$ cat src/rtl/amba_axi4_lite_slave_regfile.sv
// rtl/amba_axi4_lite_slave_regfile.sv - AXI4-Lite responder backed by a flat register file
module amba_axi4_lite_slave_regfile #(
    parameter int ADDRESS_WIDTH = 32,
    parameter int DATA_WIDTH    = 32,
    parameter int NUM_REGS      = 16
) (
    input  logic                      ACLK,
    input  logic                      ARESET,
    input  logic                      AWVALID,
    output logic                      AWREADY,
    input  logic [ADDRESS_WIDTH-1:0]  AWADDR,
    input  logic [2:0]                AWPROT,
    input  logic                      WVALID,
    output logic                      WREADY,
    input  logic [DATA_WIDTH-1:0]     WDATA,
    input  logic [DATA_WIDTH/8-1:0]   WSTRB,
    output logic                      BVALID,
    input  logic                      BREADY,
    output logic [1:0]                BRESP,
    input  logic                      ARVALID,
    output logic                      ARREADY,
    input  logic [ADDRESS_WIDTH-1:0]  ARADDR,
    input  logic [2:0]                ARPROT,
    output logic                      RVALID,
    input  logic                      RREADY,
    output logic [DATA_WIDTH-1:0]     RDATA,
    output logic [1:0]                RRESP
);

    localparam int NB       = DATA_WIDTH / 8;
    localparam int ADDR_LSB = $clog2(NB);
    localparam int IDX_W    = $clog2(NUM_REGS);
    localparam logic [ADDRESS_WIDTH-1:0] LP_SPAN = ADDRESS_WIDTH'(NUM_REGS * NB);
    localparam logic [1:0] RESP_OKAY   = 2'b00;
    localparam logic [1:0] RESP_DECERR = 2'b11;

    // Held write address: only the decoded index and range flag are needed later.
    logic                   r_aw_held;
    logic                   r_aw_in_range;
    logic [IDX_W-1:0]       r_aw_idx;
    logic                   r_w_held;
    logic [DATA_WIDTH-1:0]  r_wdata;
    logic [NB-1:0]          r_wstrb;
    logic                   r_bvalid;
    logic [1:0]             r_bresp;
    logic                   r_rvalid;
    logic [DATA_WIDTH-1:0]  r_rdata;
    logic [1:0]             r_rresp;
    logic [DATA_WIDTH-1:0]  r_regs [NUM_REGS];

    logic                   w_aw_hs;
    logic                   w_w_hs;
    logic                   w_ar_hs;
    logic                   w_commit;
    logic                   w_aw_in_range;
    logic                   w_ar_in_range;
    logic [IDX_W-1:0]       w_aw_idx;
    logic [IDX_W-1:0]       w_ar_idx;
    logic                   w_unused_prot;

    // Protection bits are accepted but carry no meaning for this register file.
    assign w_unused_prot = ^{AWPROT, ARPROT};

    // READYs depend only on registered state, never on the incoming VALIDs.
    assign AWREADY = !r_aw_held;
    assign WREADY  = !r_w_held;
    assign ARREADY = !r_rvalid;
    assign BVALID  = r_bvalid;
    assign BRESP   = r_bresp;
    assign RVALID  = r_rvalid;
    assign RDATA   = r_rdata;
    assign RRESP   = r_rresp;

    assign w_aw_hs       = AWVALID && !r_aw_held;
    assign w_w_hs        = WVALID && !r_w_held;
    assign w_ar_hs       = ARVALID && !r_rvalid;
    // A commit needs both halves of the write and a free (or draining) B slot.
    assign w_commit      = r_aw_held && r_w_held && (!r_bvalid || BREADY);
    assign w_aw_in_range = AWADDR < LP_SPAN;
    assign w_ar_in_range = ARADDR < LP_SPAN;
    assign w_aw_idx      = AWADDR[ADDR_LSB +: IDX_W];
    assign w_ar_idx      = ARADDR[ADDR_LSB +: IDX_W];

    // Capture the write address and hold it until the write commits.
    always_ff @(posedge ACLK or posedge ARESET) begin
        if (ARESET) begin
            r_aw_held     <= 1'b0;
            r_aw_in_range <= 1'b0;
            r_aw_idx      <= '0;
        end else if (w_commit) begin
            r_aw_held <= 1'b0;
        end else if (w_aw_hs) begin
            r_aw_held     <= 1'b1;
            r_aw_in_range <= w_aw_in_range;
            r_aw_idx      <= w_aw_idx;
        end
    end

    // Capture write data and strobes independently of the address channel.
    always_ff @(posedge ACLK or posedge ARESET) begin
        if (ARESET) begin
            r_w_held <= 1'b0;
            r_wdata  <= '0;
            r_wstrb  <= '0;
        end else if (w_commit) begin
            r_w_held <= 1'b0;
        end else if (w_w_hs) begin
            r_w_held <= 1'b1;
            r_wdata  <= WDATA;
            r_wstrb  <= WSTRB;
        end
    end

    // Write response: a commit coinciding with a B handshake reloads BVALID/BRESP.
    always_ff @(posedge ACLK or posedge ARESET) begin
        if (ARESET) begin
            r_bvalid <= 1'b0;
            r_bresp  <= RESP_OKAY;
        end else if (w_commit) begin
            r_bvalid <= 1'b1;
            r_bresp  <= r_aw_in_range ? RESP_OKAY : RESP_DECERR;
        end else if (r_bvalid && BREADY) begin
            r_bvalid <= 1'b0;
        end
    end

    // Register file update with per-byte strobes; out-of-range commits leave it untouched.
    always_ff @(posedge ACLK or posedge ARESET) begin
        if (ARESET) begin
            for (int i = 0; i < NUM_REGS; i++) begin
                r_regs[i] <= '0;
            end
        end else if (w_commit && r_aw_in_range) begin
            for (int k = 0; k < NB; k++) begin
                if (r_wstrb[k]) begin
                    r_regs[r_aw_idx][8*k +: 8] <= r_wdata[8*k +: 8];
                end
            end
        end
    end

    // Read response: sampling r_regs before the same-edge write yields the pre-write value.
    always_ff @(posedge ACLK or posedge ARESET) begin
        if (ARESET) begin
            r_rvalid <= 1'b0;
            r_rdata  <= '0;
            r_rresp  <= RESP_OKAY;
        end else if (w_ar_hs) begin
            r_rvalid <= 1'b1;
            r_rdata  <= w_ar_in_range ? r_regs[w_ar_idx] : '0;
            r_rresp  <= w_ar_in_range ? RESP_OKAY : RESP_DECERR;
        end else if (r_rvalid && RREADY) begin
            r_rvalid <= 1'b0;
        end
    end

endmodule

$ cat config.mk
export PLATFORM = sky130hd
export DESIGN_NAME = amba_axi4_lite_slave_regfile
export DESIGN_NICKNAME = d
export VERILOG_FILES = /design/src/rtl/amba_axi4_lite_slave_regfile.sv
export SDC_FILE = /design/constraint.sdc
export NUM_CORES = 1
export LEC_CHECK = 0
export ABC_AREA = 1
export ABC_CLOCK_PERIOD_IN_PS = 35600
export BUFFER_PORTS_ARGS = -buffer_cell sky130_fd_sc_hd__clkbuf_2
export CAP_MARGIN = 30
export CORE_MARGIN = 3
export CORE_UTILIZATION = 55
export CTS_CLUSTER_DIAMETER = 40
export CTS_CLUSTER_SIZE = 8
export DETAILED_ROUTE_END_ITERATION = 6
export GPL_TIMING_DRIVEN = 0
export PLACE_DENSITY = 0.73
export SYNTH_ARGS = -nofsm -noshare
export SYNTH_HDL_FRONTEND = slang
export SYNTH_SLANG_ARGS = --single-unit
$ cat constraint.sdc
create_clock -name ACLK -period 35.6 [get_ports ACLK]
set_input_delay 7.12 -clock ACLK [delete_from_list [all_inputs] [get_ports ACLK]]
set_output_delay 7.12 -clock ACLK [all_outputs]
set_load 0.005 [all_outputs]
==> summary.md, run 1 <==
| Metric | Value |
|---|---|
| Run status | `finished with violations` |
| Violated checks | `DRC` |
| Post-cts gate resize count | `0` |
| Avg Cell Area, Syn | `approximately 8.4 sq um` |
| Final period utilization | `25.3%` |
| Fmax | `111 MHz` |
| Detailed Route WL | `92.4 mm` |
| PD cells | `59.2 nW/um^2` |
| Crit path kind | `in2reg` |
| Total negative slack | `0 ps` |
| Tot GR Track Use | `36.5%` |
| Worst Setup Start Kind | `primary input` |
| Leak | `around 0.015 uW` |
| Crit path max fanout | `10` |
| FF+latch count, synth | `591` |
| Core box area | `~47000 sq um` |
| Most common cell after layout, fill and taps aside | `nand2_1` |
| Remaining DRCs | `13` |
| Netlist cell types | `22` |
| Area delta synth->final | `16.8%` |
| Post-synth design cell area | `between 20000 and 30000 sq um` |
| Post-route antenna net violation count | `0` |
| Worst reg2reg path depth | `8` |
| CTS HTree Levels | `3` |
| Slew headroom | `28.6%` |
| Die W | `226 um` |
| Num rows | `between 70 and 80` |
| Total of max-cap violations | `0` |
| Initial drt markers | `around 3600` |
| RSZ-0062 raised after global routing | `no` |
| Nets | `approximately 3500` |
| TritonCTS clock tree | `built` |
| Die H | `between 200 and 250 um` |
| Worst hold path class | `reg2reg` |
| Cells after Synth | `approximately 3200` |
| Reg-to-Reg Start | `RVALID` |
| HPWL Detailed | `around 63 mm` |
| Initial antenna violation count | `1` |
| Grt peak-use layer | `met2` |
| Most frequent cells in the layout | `1137 x nand2_1, 591 x dfrtp_1, 481 x nand3_1` |
| Peak VDD IR | `0.0000358 V` |
| Layout cells sized above 1 | `11.5%` |
| Met3 usage in global routing | `between 10 and 15%` |
| CTS Hold Bufs | `0` |
| Tightest Pin Transition | `~1100 ps` |
| Clk sinks | `roughly 590` |
| Worst R2R Setup Slack | `around 33000 ps` |
| Largest net degree at the start of global routing | `approximately 140` |
| Footprint of the multi-input gates | `slightly above 10000 sq um` |
| Critical R2R Capture | `RDATA[11]` |
| Reg area | `approximately 15000 sq um` |
| Layout fillers | `about 3900` |
| Critical path data arrival time | `about 9600 ps` |
| Setup Buffers After CTS | `0` |
| First-pass GRT wire length | `roughly 140 mm` |
| HP Start | `RDATA[0]` |
| Setup-failing EPs final | `0` |
| TritonCTS buffer count | `93` |
| # port buffers | `141` |
| Root buf cell | `clkbuf_16` |
| Initial core utilization | `between 50% and 60%` |
| Hold endpoint | `RDATA[0]` |
| # diodes | `0` |
| GR Layer Usage met1 | `49.4%` |
| Req. time, crit path | `36160 ps` |
| Register area share after synthesis | `between 50% and 60%` |
| CTS clock-pin slew for the worst setup and hold paths | `50 ps` |
| Layout Skew | `approximately 27 ps` |
| Max Slew Vio Count | `0` |
| Warnings from Yosys | `0` |
| Synthesized netlist net count | `3289` |
| Vias per Instance | `between 6 and 7` |
| Routability-driven placement congestion ratio | `0.948` |
| Io pins | `154` |
| Die area | `51000 sq um` |
| Worst-skew pair later-pin latency | `between 600 and 700 ps` |
| WHS Path Cells | `2` |
| Tmin final | `9000 ps` |
| Total congestion overflow | `0` |
| Total number of vias | `approximately 25000` |
| TritonRoute pass-1 iters | `7` |
| Vias in the first global route | `about 24000` |
| Met2 GRT Util | `between 50% and 60%` |
| Fin. Hold Viols | `0` |
| Max clock buf depth | `3` |
| Per-cell routed wire length | `22.7 um` |
| Core Util, Final | `between 60% and 70%` |
| Crit end category | `flip-flop` |
worst max-delay path by stage:
stage / startpoint / to / slack, ps
CTS: ARADDR[2] / RDATA[25] / 26770
global placement: ARESET / r_regs[334] / 6320
floorplan: ARESET / BRESP[0] / 11940
detailed placement: ARADDR[2] / RDATA[25] / 26120
global route: ARADDR[2] / RDATA[25] / 26620
finish: ARADDR[2] / RDATA[27] / 26600
routing by layer:
layer | share of wire (%) | up-vias | wire [um]
met1 | 39 | 11929 | 36000
li1 | - | 10940 | -
met5 | 0.018 | - | 17
met2 | 44 | 1613 | 40500
met3 | 12 | 283 | 11300
met4 | 5.0 | 2 | 4620
kinds of logic after synthesis:
| logic type | Yosys count | synth area share [%] |
|---|---|---|
| buf+inv | 272 | 5.25 |
| compound gates | 558 | 10.6 |
| flops | 591 | 55.7 |
| simple gates | 1755 | 28.5 |
per-stage QoR:
step | hold WS, ps | setup slack, ps | std cells | cell area (sq um) | power (uW)
3_5_place_dp | 465 | 26120 | 3932 | 28200 | 990
6_report | 480 | 26600 | 4069 | 31000 | 1840
3_3_place_gp | 463 | 6320 | 3924 | 28000 | 983
4_1_cts | 482 | 26770 | 4068 | 31000 | 1830
2_1_floorplan | 453 | 11940 | 3176 | 26600 | 860
5_1_grt | 497 | 26620 | 4069 | 31000 | 1880
registers in the layout (all words and copies together), names as in the netlist:
name and cells:
RRESP 1, r_aw_held 1, r_aw_idx 4, r_wstrb 4
BVALID 1, RVALID 1, r_regs 512, r_wdata 32
r_w_held 1, r_aw_in_range 1, RDATA 32, BRESP 1
area by class of cell:
type | count | share of cell area [%]
Sequential cell | 591 | 47.6
Multi-Input combinational cell | 2313 | 33.5
Clock buffer | 120 | 8.35
Buffer | 220 | 3.86
Timing Repair Buffer | 150 | 2.82
Tap cell | 607 | 2.45
Clock inverter | 16 | 0.758
Inverter | 52 | 0.653
power by group:
part | switching (uW) | total, uW | internal, uW
Clock | 306 | 844 | 537
Combinational | 242 | 286 | 44.0
Sequential | 9.43 | 706 | 697
synth_stat cells:
cell      number  area [sq um]
buf_4          2          15.0
nor2_1        82           308
buf_12         4          80.1
nor2_4         8          90.1
nand2_2        1          6.26
buf_6         36           405
buf_2         24           120
a21oi_1       37           185
nand2_4       41           462
nand3_1      481          2410
buf_1         23          86.3
inv_1         49           184
inv_2          3          11.3
clkbuf_1     131           492
dfrtp_1      591         14800
nor2_2         2          12.5
a21oi_4        1          16.3
o21ai_1      215          1080
o21ai_0      304          1520
nand2_1     1137          4270
o21a_1         1          7.51
nand4_1        3          18.8
worst max-delay path: stages:
cell and delay, ps:
buf_2 160, inv_1 110, clkbuf_1 650, clkbuf_1 680, nand2_1 140, nand3_1 170, nand3_1 150, nand3_1 160
nand3_1 120, nand2_1 90
(Power assumes the default switching activity.)
==> run 2, diff against run 1 <==
ABC_CLOCK_PERIOD_IN_PS = 7750   (was 35600)
PLACE_DENSITY = 0.76   (was 0.73)
clock period = 7.75 ns   (was 35.6 ns; I/O delays follow)
==> run 2 against run 1 <==
Clock skew down 6.7 ps; critical endpoint is now RDATA[18]; register-to-register slack worse by 28000 ps; largest cell class unchanged; combinational power rose to 4.4 times the previous value; largest power group unchanged; the run still ends with DRC left; wire length down 1.7%; clock-buffer cell count down 2; clock power rose to 4.6 times the previous value.
==> summary.md, run 2 (same netlist as run 1, synthesis figures left out) <==
| Metric | Value |
|---|---|
| Core Util, Final | `66.2% (+0.34 points)` |
| Crit path kind | `in2reg` |
| Max clock buf depth | `3 (unchanged)` |
| Routed length on met3 | `10.0 mm (-11%)` |
| Worst hold path class | `reg2reg` |
| Area delta synth->final | `17.5%` |
| Detailed Route WL | `90.9 mm (-1.7%)` |
| CP Cell Sequence | `clkbuf_2, inv_1, clkbuf_1, clkbuf_1, nand3_1, nand3_1, nand3_1, nand3_1, nand2_1` |
| Violated checks | `DRC` |
| Remaining DRCs | `4 (-9)` |
| Critical path data arrival time | `3870 ps (-5690 ps)` |
| Slowest cell delay on critical path | `730 ps (+50 ps)` |
| WL met2 | `40.3 mm (-0.54%)` |
| TritonCTS clock tree | `built` |
| Largest net degree at the start of global routing | `46 (-67%)` |
| CTS clock-pin slew for the worst setup and hold paths | `50 ps (about the same)` |
| Io pins | `154 (unchanged)` |
| Setup-failing EPs final | `0 (unchanged)` |
| Layout fillers | `3767 (-4.6%)` |
| Run status | `finished with violations` |
| Req. time, crit path | `8250 ps (-27910 ps)` |
| Peak VDD IR | `0.000254 V (+610%)` |
| CTS HTree Levels | `3 (unchanged)` |
| Fin. Hold Viols | `0 (unchanged)` |
| Worst-skew pair later-pin latency | `640 ps (about the same)` |
| Core box area | `47100 sq um (unchanged)` |
| Buffers & Inverters on Critical Path | `4 (unchanged)` |
| Worst Setup Start Kind | `primary input` |
| Hold slack | `474 ps (-6.05 ps)` |
| TritonCTS buffer count | `94 (+1.1%)` |
| Initial core utilization | `56.3% (unchanged)` |
| Fmax | `slightly below 300 MHz` |
| Final period utilization | `roughly 44%` |
| Max Slew Vio Count | `0 (unchanged)` |
| Placed insts | `3941 (+0.23%)` |
| Die area | `51000 sq um (unchanged)` |
| Layout Skew | `19.8 ps (-6.68 ps)` |
| Max reg flops | `512 (unchanged)` |
| Metal-1 WL | `35.2 mm (-2.2%)` |
| Total negative slack | `0 ps (unchanged)` |
| Leak | `0.0148 uW (+0.48%)` |
| CTS Hold Bufs | `0 (unchanged)` |
| Die W | `226 um (unchanged)` |
| Top Layer Used | `met4` |
| Final instance area | `31200 sq um (+0.52%)` |
| Post-cts gate resize count | `0 (unchanged)` |
| Slew headroom | `28.3% (-0.36 points)` |
| # diodes | `0 (unchanged)` |
| Per-cell routed wire length | `22.3 um (-1.9%)` |
| Total number of vias | `24833 (+0.27%)` |
| Layout cells sized above 1 | `11.7% (+0.26 points)` |
| Root buf cell | `clkbuf_16` |
| Die H | `226 um (unchanged)` |
| RSZ-0062 raised after global routing | `no` |
| Vias per Instance | `6.09 (about the same)` |
| Crit path max fanout | `10 (unchanged)` |
| # port buffers | `141 (unchanged)` |
| Initial antenna violation count | `0 (-1)` |
| Post-Layout Cell Count | `4077 (+0.20%)` |
| Crit end category | `flip-flop` |
| First-pass GRT wire length | `139 mm (-0.92%)` |
| Post-route antenna net violation count | `0 (unchanged)` |
| Footprint of the multi-input gates | `10400 sq um (about the same)` |
| Top reg by flops | `r_regs` |
| Total of max-cap violations | `0 (unchanged)` |
| Tmin final | `about 3400 ps` |
| Initial drt markers | `3116 (-12%)` |
| Nets | `3543 (+0.25%)` |
| TritonRoute pass-1 iters | `7 (unchanged)` |
| Most common cell after layout, fill and taps aside | `nand2_1` |
| Most common cell on crit path | `nand3_1` |
| Worst R2R Setup Slack | `5060 ps (-27940 ps)` |
| Vias in the first global route | `24406 (+2.8%)` |
| Reg area | `14800 sq um (unchanged)` |
| Routability-driven placement congestion ratio | `0.960 (+1.3%)` |
| Setup Buffers After CTS | `0 (unchanged)` |
| PD cells | `270 nW/um^2 (+360%)` |
| Slowest cell on crit path | `clkbuf_1` |
| Tightest Pin Transition | `1080 ps (+6.59 ps)` |
| Num rows | `79 (unchanged)` |
| Most frequent cells in the layout | `1137 x nand2_1, 591 x dfrtp_1, 481 x nand3_1` |
| Area after DPL | `28300 sq um (+0.54%)` |
| Delay-heaviest family, CP | `buffers and inverters` |
| HPWL Detailed | `63.3 mm (+0.45%)` |
| Tot GR Track Use | `35.9% (-0.54 points)` |
| Clk sinks | `591 (unchanged)` |
| Total congestion overflow | `0 (unchanged)` |
==> run 2: cell count changes in the layout (fill, tap and decap cells not counted), moves of 2 or more <==
cell	before	now
buf_12	4	18
buf_16	4	0
clkbuf_1	145	142
buf_8	2	0
clkinvlp_4	3	5
==> run 2: path summary, 6_finish.rpt <==
path                               endpoint       from  cells past startpoint
worst max-delay path              RDATA[18]  ARADDR[3]                      9
worst min-delay path               RDATA[2]   RDATA[2]                      2
worst max register to register    RDATA[11]     RVALID                      8
worst min register to register     RDATA[2]   RDATA[2]                      2
max in group asynchronous       r_regs[296]     ARESET                      6
min in group asynchronous       r_regs[121]     ARESET                      2
==> run 2: final cells by class <==
class                   count  share of cell area (%)
inverters                  52                   0.638
plain buffers             220                    3.84
well taps                 607                    2.43
flip-flops and latches    591                    47.4
clock inverters            18                   0.782
repair buffers            158                    3.27
clock buffers             118                    8.35
multi-input cells        2313                    33.3
==> run 2: per-stage QoR <==
step	total power (uW)	worst slack, ps
4_1_cts	8370	4480
6_report	8410	4380
3_5_place_dp	4520	3860
2_1_floorplan	3950	-1860
3_3_place_gp	4470	-4730
5_1_grt	8630	4350
==> run 2: report_power, final <==
part | internal [uW] | total (uW) | switching, uW
Clock | 2490 | 3890 | 1400
Sequential | 3200 | 3240 | 43.1
Combinational | 208 | 1270 | 1070
Total | 5900 | 8410 | 2510
==> run 2: tightest hold or removal path, cell delays in order, from the launching register on <==
cell     delay [ps]
dfrtp_1         340
nand2_1          50
nand2_1          50
==> run 2: metal layers <==
metal	GRT usage [%]	vias up
met5	0	-
met4	19.7	0
met3	8.88	318
met2	54.7	1505
met1	47.7	12039
li1	-	10971
